<file path="src/rtl/decade_pair_sequencer.sv">
`default_nettype none
// ============================================================================
// decade_pair_sequencer : strobe sequencer for a tens/units up/down counter pair
// Revision: 1.0
// ============================================================================
module decade_pair_sequencer #(
  parameter int MODULUS = 60,
  parameter int PULSE_W = 2,
  parameter int GAP_W   = 2
) (
  input  logic       clk,
  input  logic       mr,
  input  logic       tick,
  input  logic       set_up,
  input  logic       set_dn,
  input  logic       load_req,
  input  logic [7:0] load_val,
  output logic       u_cpu,
  output logic       u_cpd,
  output logic       t_cpu,
  output logic       t_cpd,
  output logic       pl_n,
  output logic [7:0] p_out,
  output logic [7:0] shadow,
  output logic       carry,
  output logic       borrow,
  output logic       busy,
  output logic       err
);

  localparam int              MAX_W      = (PULSE_W > GAP_W) ? PULSE_W : GAP_W;
  localparam int              CW         = $clog2(MAX_W + 1);
  localparam logic [3:0]      TOP_T      = 4'((MODULUS - 1) / 10);
  localparam logic [3:0]      TOP_U      = 4'((MODULUS - 1) % 10);
  localparam logic [7:0]      TOP_BCD    = {TOP_T, TOP_U};
  localparam logic [7:0]      MOD_BIN    = 8'(MODULUS);
  localparam logic [CW-1:0]   PULSE_LAST = CW'(PULSE_W - 1);
  localparam logic [CW-1:0]   GAP_LAST   = CW'(GAP_W - 1);

  typedef enum logic [1:0] {
    ST_IDLE  = 2'd0,
    ST_PULSE = 2'd1,
    ST_GAP   = 2'd2
  } state_t;

  state_t        state_q, state_d;
  logic [CW-1:0] cnt_q, cnt_d;
  logic          u_cpu_q, u_cpu_d, u_cpd_q, u_cpd_d;
  logic          t_cpu_q, t_cpu_d, t_cpd_q, t_cpd_d;
  logic          pl_n_q, pl_n_d;
  logic [7:0]    p_out_q, p_out_d;
  logic [7:0]    shadow_q, shadow_d;
  logic          carry_q, carry_d, borrow_q, borrow_d;
  logic          busy_q, busy_d, err_q, err_d;
  logic          pend_q, pend_d;

  logic [3:0]    sh_t, sh_u, ld_t, ld_u;
  logic [7:0]    ld_bin;
  logic          ld_ok, at_top, at_zero;
  logic          go_load, go_up, go_dn, tick_lost;

  assign sh_t    = shadow_q[7:4];
  assign sh_u    = shadow_q[3:0];
  assign ld_t    = load_val[7:4];
  assign ld_u    = load_val[3:0];
  assign ld_bin  = ({4'd0, ld_t} * 8'd10) + {4'd0, ld_u};
  assign ld_ok   = (ld_t <= 4'd9) && (ld_u <= 4'd9) && (ld_bin < MOD_BIN);
  assign at_top  = (shadow_q == TOP_BCD);
  assign at_zero = (shadow_q == 8'h00);

  always_comb begin
    state_d   = state_q;
    cnt_d     = cnt_q;
    u_cpu_d   = u_cpu_q;
    u_cpd_d   = u_cpd_q;
    t_cpu_d   = t_cpu_q;
    t_cpd_d   = t_cpd_q;
    pl_n_d    = pl_n_q;
    p_out_d   = p_out_q;
    shadow_d  = shadow_q;
    carry_d   = 1'b0;
    borrow_d  = 1'b0;
    busy_d    = busy_q;
    err_d     = 1'b0;
    pend_d    = pend_q;
    go_load   = 1'b0;
    go_up     = 1'b0;
    go_dn     = 1'b0;
    tick_lost = 1'b0;

    case (state_q)
      ST_IDLE: begin
        if (load_req) begin
          go_load   = ld_ok;
          err_d     = !ld_ok;
          tick_lost = tick;
        end else if (set_up) begin
          go_up     = 1'b1;
          tick_lost = tick;
        end else if (set_dn) begin
          go_dn     = 1'b1;
          tick_lost = tick;
        end else if (tick || pend_q) begin
          // A fresh tick on top of a pending one is an overrun: serve one, drop one.
          go_up  = 1'b1;
          pend_d = 1'b0;
          if (tick && pend_q) begin
            err_d = 1'b1;
          end
        end
      end
      ST_PULSE: begin
        tick_lost = tick;
        if (cnt_q == '0) begin
          state_d = ST_GAP;
          cnt_d   = GAP_LAST;
          u_cpu_d = 1'b1;
          u_cpd_d = 1'b1;
          t_cpu_d = 1'b1;
          t_cpd_d = 1'b1;
          pl_n_d  = 1'b1;
        end else begin
          cnt_d = cnt_q - CW'(1);
        end
      end
      ST_GAP: begin
        tick_lost = tick;
        if (cnt_q == '0) begin
          state_d = ST_IDLE;
          busy_d  = 1'b0;
        end else begin
          cnt_d = cnt_q - CW'(1);
        end
      end
      default: begin
        state_d = ST_IDLE;
        busy_d  = 1'b0;
      end
    endcase

    if (tick_lost) begin
      if (pend_q) begin
        err_d = 1'b1;
      end else begin
        pend_d = 1'b1;
      end
    end

    if (go_load || go_up || go_dn) begin
      state_d = ST_PULSE;
      cnt_d   = PULSE_LAST;
      busy_d  = 1'b1;
      if (go_load) begin
        pl_n_d   = 1'b0;
        p_out_d  = load_val;
        shadow_d = load_val;
      end else if (go_up) begin
        if (at_top) begin
          pl_n_d   = 1'b0;
          p_out_d  = 8'h00;
          shadow_d = 8'h00;
          carry_d  = 1'b1;
        end else if (sh_u == 4'd9) begin
          u_cpu_d  = 1'b0;
          t_cpu_d  = 1'b0;
          shadow_d = {sh_t + 4'd1, 4'd0};
        end else begin
          u_cpu_d  = 1'b0;
          shadow_d = {sh_t, sh_u + 4'd1};
        end
      end else begin
        if (at_zero) begin
          pl_n_d   = 1'b0;
          p_out_d  = TOP_BCD;
          shadow_d = TOP_BCD;
          borrow_d = 1'b1;
        end else if (sh_u == 4'd0) begin
          u_cpd_d  = 1'b0;
          t_cpd_d  = 1'b0;
          shadow_d = {sh_t - 4'd1, 4'd9};
        end else begin
          u_cpd_d  = 1'b0;
          shadow_d = {sh_t, sh_u - 4'd1};
        end
      end
    end
  end

  // Every output is a flop, so strobes switch cleanly on state entry only.
  always_ff @(posedge clk or posedge mr) begin
    if (mr) begin
      state_q  <= ST_IDLE;
      cnt_q    <= '0;
      u_cpu_q  <= 1'b1;
      u_cpd_q  <= 1'b1;
      t_cpu_q  <= 1'b1;
      t_cpd_q  <= 1'b1;
      pl_n_q   <= 1'b1;
      p_out_q  <= 8'h00;
      shadow_q <= 8'h00;
      carry_q  <= 1'b0;
      borrow_q <= 1'b0;
      busy_q   <= 1'b0;
      err_q    <= 1'b0;
      pend_q   <= 1'b0;
    end else begin
      state_q  <= state_d;
      cnt_q    <= cnt_d;
      u_cpu_q  <= u_cpu_d;
      u_cpd_q  <= u_cpd_d;
      t_cpu_q  <= t_cpu_d;
      t_cpd_q  <= t_cpd_d;
      pl_n_q   <= pl_n_d;
      p_out_q  <= p_out_d;
      shadow_q <= shadow_d;
      carry_q  <= carry_d;
      borrow_q <= borrow_d;
      busy_q   <= busy_d;
      err_q    <= err_d;
      pend_q   <= pend_d;
    end
  end

  assign u_cpu  = u_cpu_q;
  assign u_cpd  = u_cpd_q;
  assign t_cpu  = t_cpu_q;
  assign t_cpd  = t_cpd_q;
  assign pl_n   = pl_n_q;
  assign p_out  = p_out_q;
  assign shadow = shadow_q;
  assign carry  = carry_q;
  assign borrow = borrow_q;
  assign busy   = busy_q;
  assign err    = err_q;

endmodule
`default_nettype wire

</file>
<file path="config.mk">
export PLATFORM = sky130hd
export DESIGN_NAME = decade_pair_sequencer
export DESIGN_NICKNAME = d
export VERILOG_FILES = /design/src/rtl/decade_pair_sequencer.sv
export SDC_FILE = /design/constraint.sdc
export NUM_CORES = 1
export LEC_CHECK = 0
export CAP_MARGIN = 20
export CELL_PAD_IN_SITES_DETAIL_PLACEMENT = 1
export CELL_PAD_IN_SITES_GLOBAL_PLACEMENT = 2
export CORE_ASPECT_RATIO = 0.7
export CORE_MARGIN = 1
export CORE_UTILIZATION = 29
export CTS_BUF_LIST = sky130_fd_sc_hd__clkbuf_8
export DETAILED_ROUTE_END_ITERATION = 7
export PLACE_DENSITY_LB_ADDON = 0.1
export SLEW_MARGIN = 15
export SYNTH_ARGS = -nofsm -noshare
export SYNTH_HDL_FRONTEND = slang
export SYNTH_SLANG_ARGS = --single-unit
</file>
<file path="constraint.sdc">
create_clock -name clk -period 2 [get_ports clk]
set_input_delay 0.5 -clock clk [delete_from_list [all_inputs] [get_ports clk]]
set_output_delay 0.5 -clock clk [all_outputs]
set_load 0.02 [all_outputs]
</file>
# After elaboration in Yosys (flattened, before gate mapping)
# Cells that the tools add are included.
[totals]
ff_bits = 30
in_bits = 14
out_inout_bits = 25
wordCells = 149
[op_classes]
magnitude_cmp = 3
muxes = 92
addsub = 6
n_reduce_logical = 21
multipliers = 1
eq_ne = 11
[op_table]
columns = ["cell", "n"]
rows = [
  ["$mux 8", 10],
  ["$mux 1", 72],
  ["$mux 2", 6],
  ["$ne 3x3->1 const B", 4],
  ["$reduce_and 3->1", 3],
  ["$add 4x1->4 const B", 2],
  ["$add 8x4->8", 1],
  ["$eq 8x7->1 const B", 1],
  ["$le 4x4->1 const B", 2],
  ["$logic_not 8->1", 1],
  ["$lt 8x6->1 const B", 1],
  ["$sub 4x1->4 const B", 2],
  ["$mul 4x3->7 const B", 1],
  ["$pmux 2 s3", 1],
  ["$reduce_bool 3->1", 2],
  ["$eq 4x4->1 const B", 1],
  ["$logic_not 2->1", 2],
  ["$logic_not 4->1", 1],
  ["$ne 4x3->1 const B", 1],
  ["$pmux 1 s2", 2],
  ["$pmux 2 s2", 1],
  ["$reduce_and 2->1", 2],
  ["$reduce_bool 4->1", 1],
  ["$reduce_or 2->1", 2],
  ["other kinds (8)", 12],
]

# Longest topological paths before layout
[depth]
word_depth = 10
depth_mapped = 11
mapped_depth_nobuf = 10

# Worst setup path after synthesis
# Ideal clock, no wire load.
[synth_timing]
kind = "input-to-reg"
from = "input load_val[5]"
to = "register shadow_q[5] (netlist: shadow[5])"
t_arrival_ns = 3.091
path_buffers = 1
setup_time_ns = 0.125
required_ns = 1.875
setup_slack_ns = -1.215
stages = 10
cell_sequence = "ha_1 ha_1 fa_1 nand2_1 a21o_1 a31o_1 or3_4 or4_1 buf_6 mux2_2"
[synth_between]
elab_chain_len = 9
word_cells_on_any_way = 14
cone_classes = "1 x add/sub; 1 x mul; 2 x order compare; 1 x eq/ne; 3 x mux; 6 x reduce/logical"
[synth_lines]
columns = ["item", "line_no", "source"]
rows = [
  ["from (decl)", "17", "input logic [7:0] load_val,"],
  ["branches (longest 9 deep; another with $add 8x4->8)", "n/a", ""],
  ["to (signal assigned)", "215", "shadow_q <= shadow_d;"],
  ["to (decl)", "52", "logic [7:0] shadow_q, shadow_d;"],
]
# Parallel ways; which one is timed is not known.
# A chain may end at the register's enable or synchronous reset.

# Worst setup path after layout
[layout_timing]
from = "input load_val[7]"
to = "register p_out_q[2] (netlist: p_out[2])"
[layout_between]
elab_chain_len = 9
word_cells_on_any_way = 14
cone_classes = "1 x add/sub; 1 x mul; 2 x order compare; 1 x eq/ne; 3 x mux; 6 x reduce/logical"
[layout_lines]
columns = ["item", "line_no", "source"]
rows = [
  ["$mul 4x3->7", "66", "assign ld_bin = ({4'd0, ld_t} * 8'd10) + {4'd0, ld_u};"],
  ["$add 8x4->8", "66", ""],
  ["$lt 8x6->1", "67", "assign ld_ok = (ld_t <= 4'd9) && (ld_u <= 4'd9) && (ld_bin < MOD_BIN);"],
  ["$logic_and 1x1->1 (*)", "67", ""],
  ["$mux 1 (*)", "93", "if (load_req) begin"],
  ["$mux 1 (*)", "91", "case (state_q)"],
  ["branches (longest 3 deep; another with $ne 3x3->1)", "n/a", ""],
  ["to (signal assigned)", "214", "p_out_q <= p_out_d;"],
  ["to (decl)", "51", "logic [7:0] p_out_q, p_out_d;"],
]
# Mark *: on every way between the ends.

==> reports/metrics.csv <==
metric,value,unit
WP data arrival,3.13,ns
worst-path fanout max,8,
top-count cell post-synth,dfrtp_1,
initial drt markers,54,
DR pass1 iterations,4,
cell family with most CP delay,adder cells,
antenna-violating nets left,0,
"CTS clk-pin slew, worst paths",0.06,ns
Total Wirelength,7280,um
CP cell instances,buf_8 > ha_4 > ha_4 > fa_1 > nand2_2 > buf_4 > a21oi_4 > xor2_1 > mux2i_2 > or4_4 > buf_12 > mux2i_1,
clock buffer depth,2,
total grt overflow,0,
Mapped Avg Cell Area,8.96,um2
min Tclk post-route,2.98,ns
Starting Density,30.3,%
Post-DP HPWL,5460,um
number of global-route vias before repair,2267,
layout net count,371,
TritonCTS Buffers,5,
CTS Hold Bufs,0,
Worst Path Required,2.15,ns
Placement Setup Slack,-1.67,ns
fmax,336,MHz
sequential area share after synthesis,36.4,%
status,"complete, but fails checks",
post-DR wirelength/cell,16.7,um
ys flop type,dfrtp_1,
max incr delay on CP,0.60,ns
Syn Nets,262,
DRC violations left,0,
area grow syn2layout,60.1,%
"Setup violations, final",23,
P per Cell Area,1300,nW/um2
#FFs+latches synth,30,
Area contributors post-synth,"dfrtp_1 30%, ha_1 8.4%, mux2i_1 7.7%",
Min-Delay Path Class,flop to flop,
Final Max Tran Viols,0,
fin crit share,149,%
crit start category,input port,
WHS Path Cells,2,
clk_lat worst skew,0.29,ns
Worst R2R End,shadow[4]$_DFFE_PP0P_,
Post-synth EDFFs,0,
core region area,6850,um2
I/O Pins,39,
FP Rows,25,
Antenna diodes,0,
Netlist Area Pre-Place,2080,um2
clk root buf,clkbuf_8,
Final Skew,0.0180,ns
r2r setup slk,-0.10,ns
Final Hold Viols,0,
worst vdd ir,0.363,mV
largest net degree at the start of global routing,31,
cells on worst reg2reg path,11,
chip height,72.8,um
Die Footprint,7510,um2
critical path class,input port to flop,
PnR worst setup slack,-0.976,ns
total clock sinks,30,
gpl congestion,0.857,
synth cell count leaders,"25 x dfrtp_1, 23 x nand2_1, 19 x nor2_1",
CTS tree,yes,
initial antenna violation count,0,
DR vias/cell,4.86,
share of the synthesized area in the top cell type,30.1,%
# H-tree levels,2,
Setup TNS Final,-21.03,ns
biggest area consumer among synthesized cells,dfrtp_1,
P_leak,1.60,nW
worst hold endpoint,u_cpd$_DFF_PP1_,
vias post-DR,2121,
Tightest Pin Transition,0.422,ns
maxcap violations,0,
Total Routing Usage GR,21.2,%
cell mode on critical path,ha_4,
Reg-to-Reg Start,state_q[1]$_DFFE_PP0P_,
layout cells sized above 1,32.5,%
first-pass GRT wire length,11900,um
worst hold start,u_cpd$_DFF_PP1_,
"Distinct cells, synth",47,
violated checks,setup timing,
RSZ-0062 raised after global routing,true,
CP Capture Type,flop,
Yosys warning total,0,
Post-Syn Instances,232,
die span in x,103,um
Slew Limit Headroom,71.5,%
asr flop ratio synth,100,%
worst path buffer plus inverter count,3,
IO buf count,38,
Crit-path slowest cell,or4_4,
==> stage by stage <==
stage               hold WS (ns)  std cells  area [um2]  utilization [%]  total power, W
detailed placement         0.501        421        3070             44.9         0.00365
floorplan                  0.492        232        2130                -         0.00239
global placement           0.494        421        3070             44.9         0.00359
global route               0.530        436        3330             48.6         0.00464
finish                     0.510        436        3330             48.6         0.00432
CTS                        0.510        435        3300             48.1         0.00434
==> per-layer routing <==
metal / vias up / GRT usage, % / wire length, um
li1: 1054 / - / -
met3: 8 / 3.26 / 187
met1: 1027 / 30.7 / 3700
met2: 32 / 32.0 / 3270
met5: - / 0 / 0
met4: 0 / 7.20 / 123
==> registers in the layout, summed over array words and instances, names as in the netlist, 2 cells and up <==
| name | count |
|---|---|
| state_q | 2 |
| shadow | 8 |
| cnt_q | 2 |
| p_out | 8 |
==> cells in the final DEF, fill, tap and decap left out, drive strengths merged, types with 4 or more instances in the layout <==
cell type       n
clkdlybuf4s50  27
nand3           8
nor2           19
o22ai           5
o21ai          15
nand2          23
xor2            4
buf            77
dfrtp          25
nand2b          4
a31oi           6
dfstp           5
clkbuf          5
mux2i          16
or3             5
inv            15
ha             14
dlygate4sd2     5
nor3            9
a21oi          16
==> where the power goes <==
part           total, W  internal, W  switching, W
registers       0.00108     0.000890      0.000192
logic           0.00262      0.00128       0.00134
clock network  0.000621     0.000363      0.000258
total           0.00432      0.00254       0.00179
==> worst max-delay path by stage <==
stage,from,endpoint,depth (start not counted)
after floorplan,load_val[5],shadow[5]$_DFFE_PP0P_,10
after global placement,load_val[5],shadow[7]$_DFFE_PP0P_,12
after detailed placement,load_val[5],p_out[6]$_DFFE_PP0P_,11
after CTS,load_val[7],p_out[6]$_DFFE_PP0P_,11
after global routing,load_val[7],shadow[2]$_DFFE_PP0P_,12
final,load_val[7],p_out[2]$_DFFE_PP0P_,12
==> final cells by class <==
cell class                 count  area [um2]
tap                           94         118
sequential                    30         759
multi-input combinational    180        1330
inverter                      13        48.8
clock buffer                   5        68.8
fill                         788        3520
timing repair buffer         111         963
clock inverter                 3        37.5
==> repair_timing <==
item / 4_1_cts / 5_1_grt
endpoints found under the setup margin: 26 / 27
setup buffers: 5 / 2
gates resized for setup: 40 / 8
gates cloned: 1 / 0
pin swaps: 13 / 4
==> worst register-to-register path, stage by stage (launching register included) <==
cell and delay, ns:
dfrtp_1 0.38, inv_1 0.09, ha_1 0.22, buf_4 0.13, nor4bb_1 0.23, buf_4 0.19, nand2_1 0.08, o21ai_0 0.10
buf_4 0.18, a21boi_0 0.18, o21ai_0 0.11, mux2i_1 0.14
==> cell families after synthesis <==
| group | share of synthesized area, % |
|---|---|
| simple gates | 20.3 |
| compound gates | 16.3 |
| flops | 36.4 |
| buf+inv | 4.94 |
| mux | 8.79 |
| fa+ha+maj | 10.4 |
| xor+xnor | 2.95 |
Note: power is estimated with default switching activity, not from simulation.
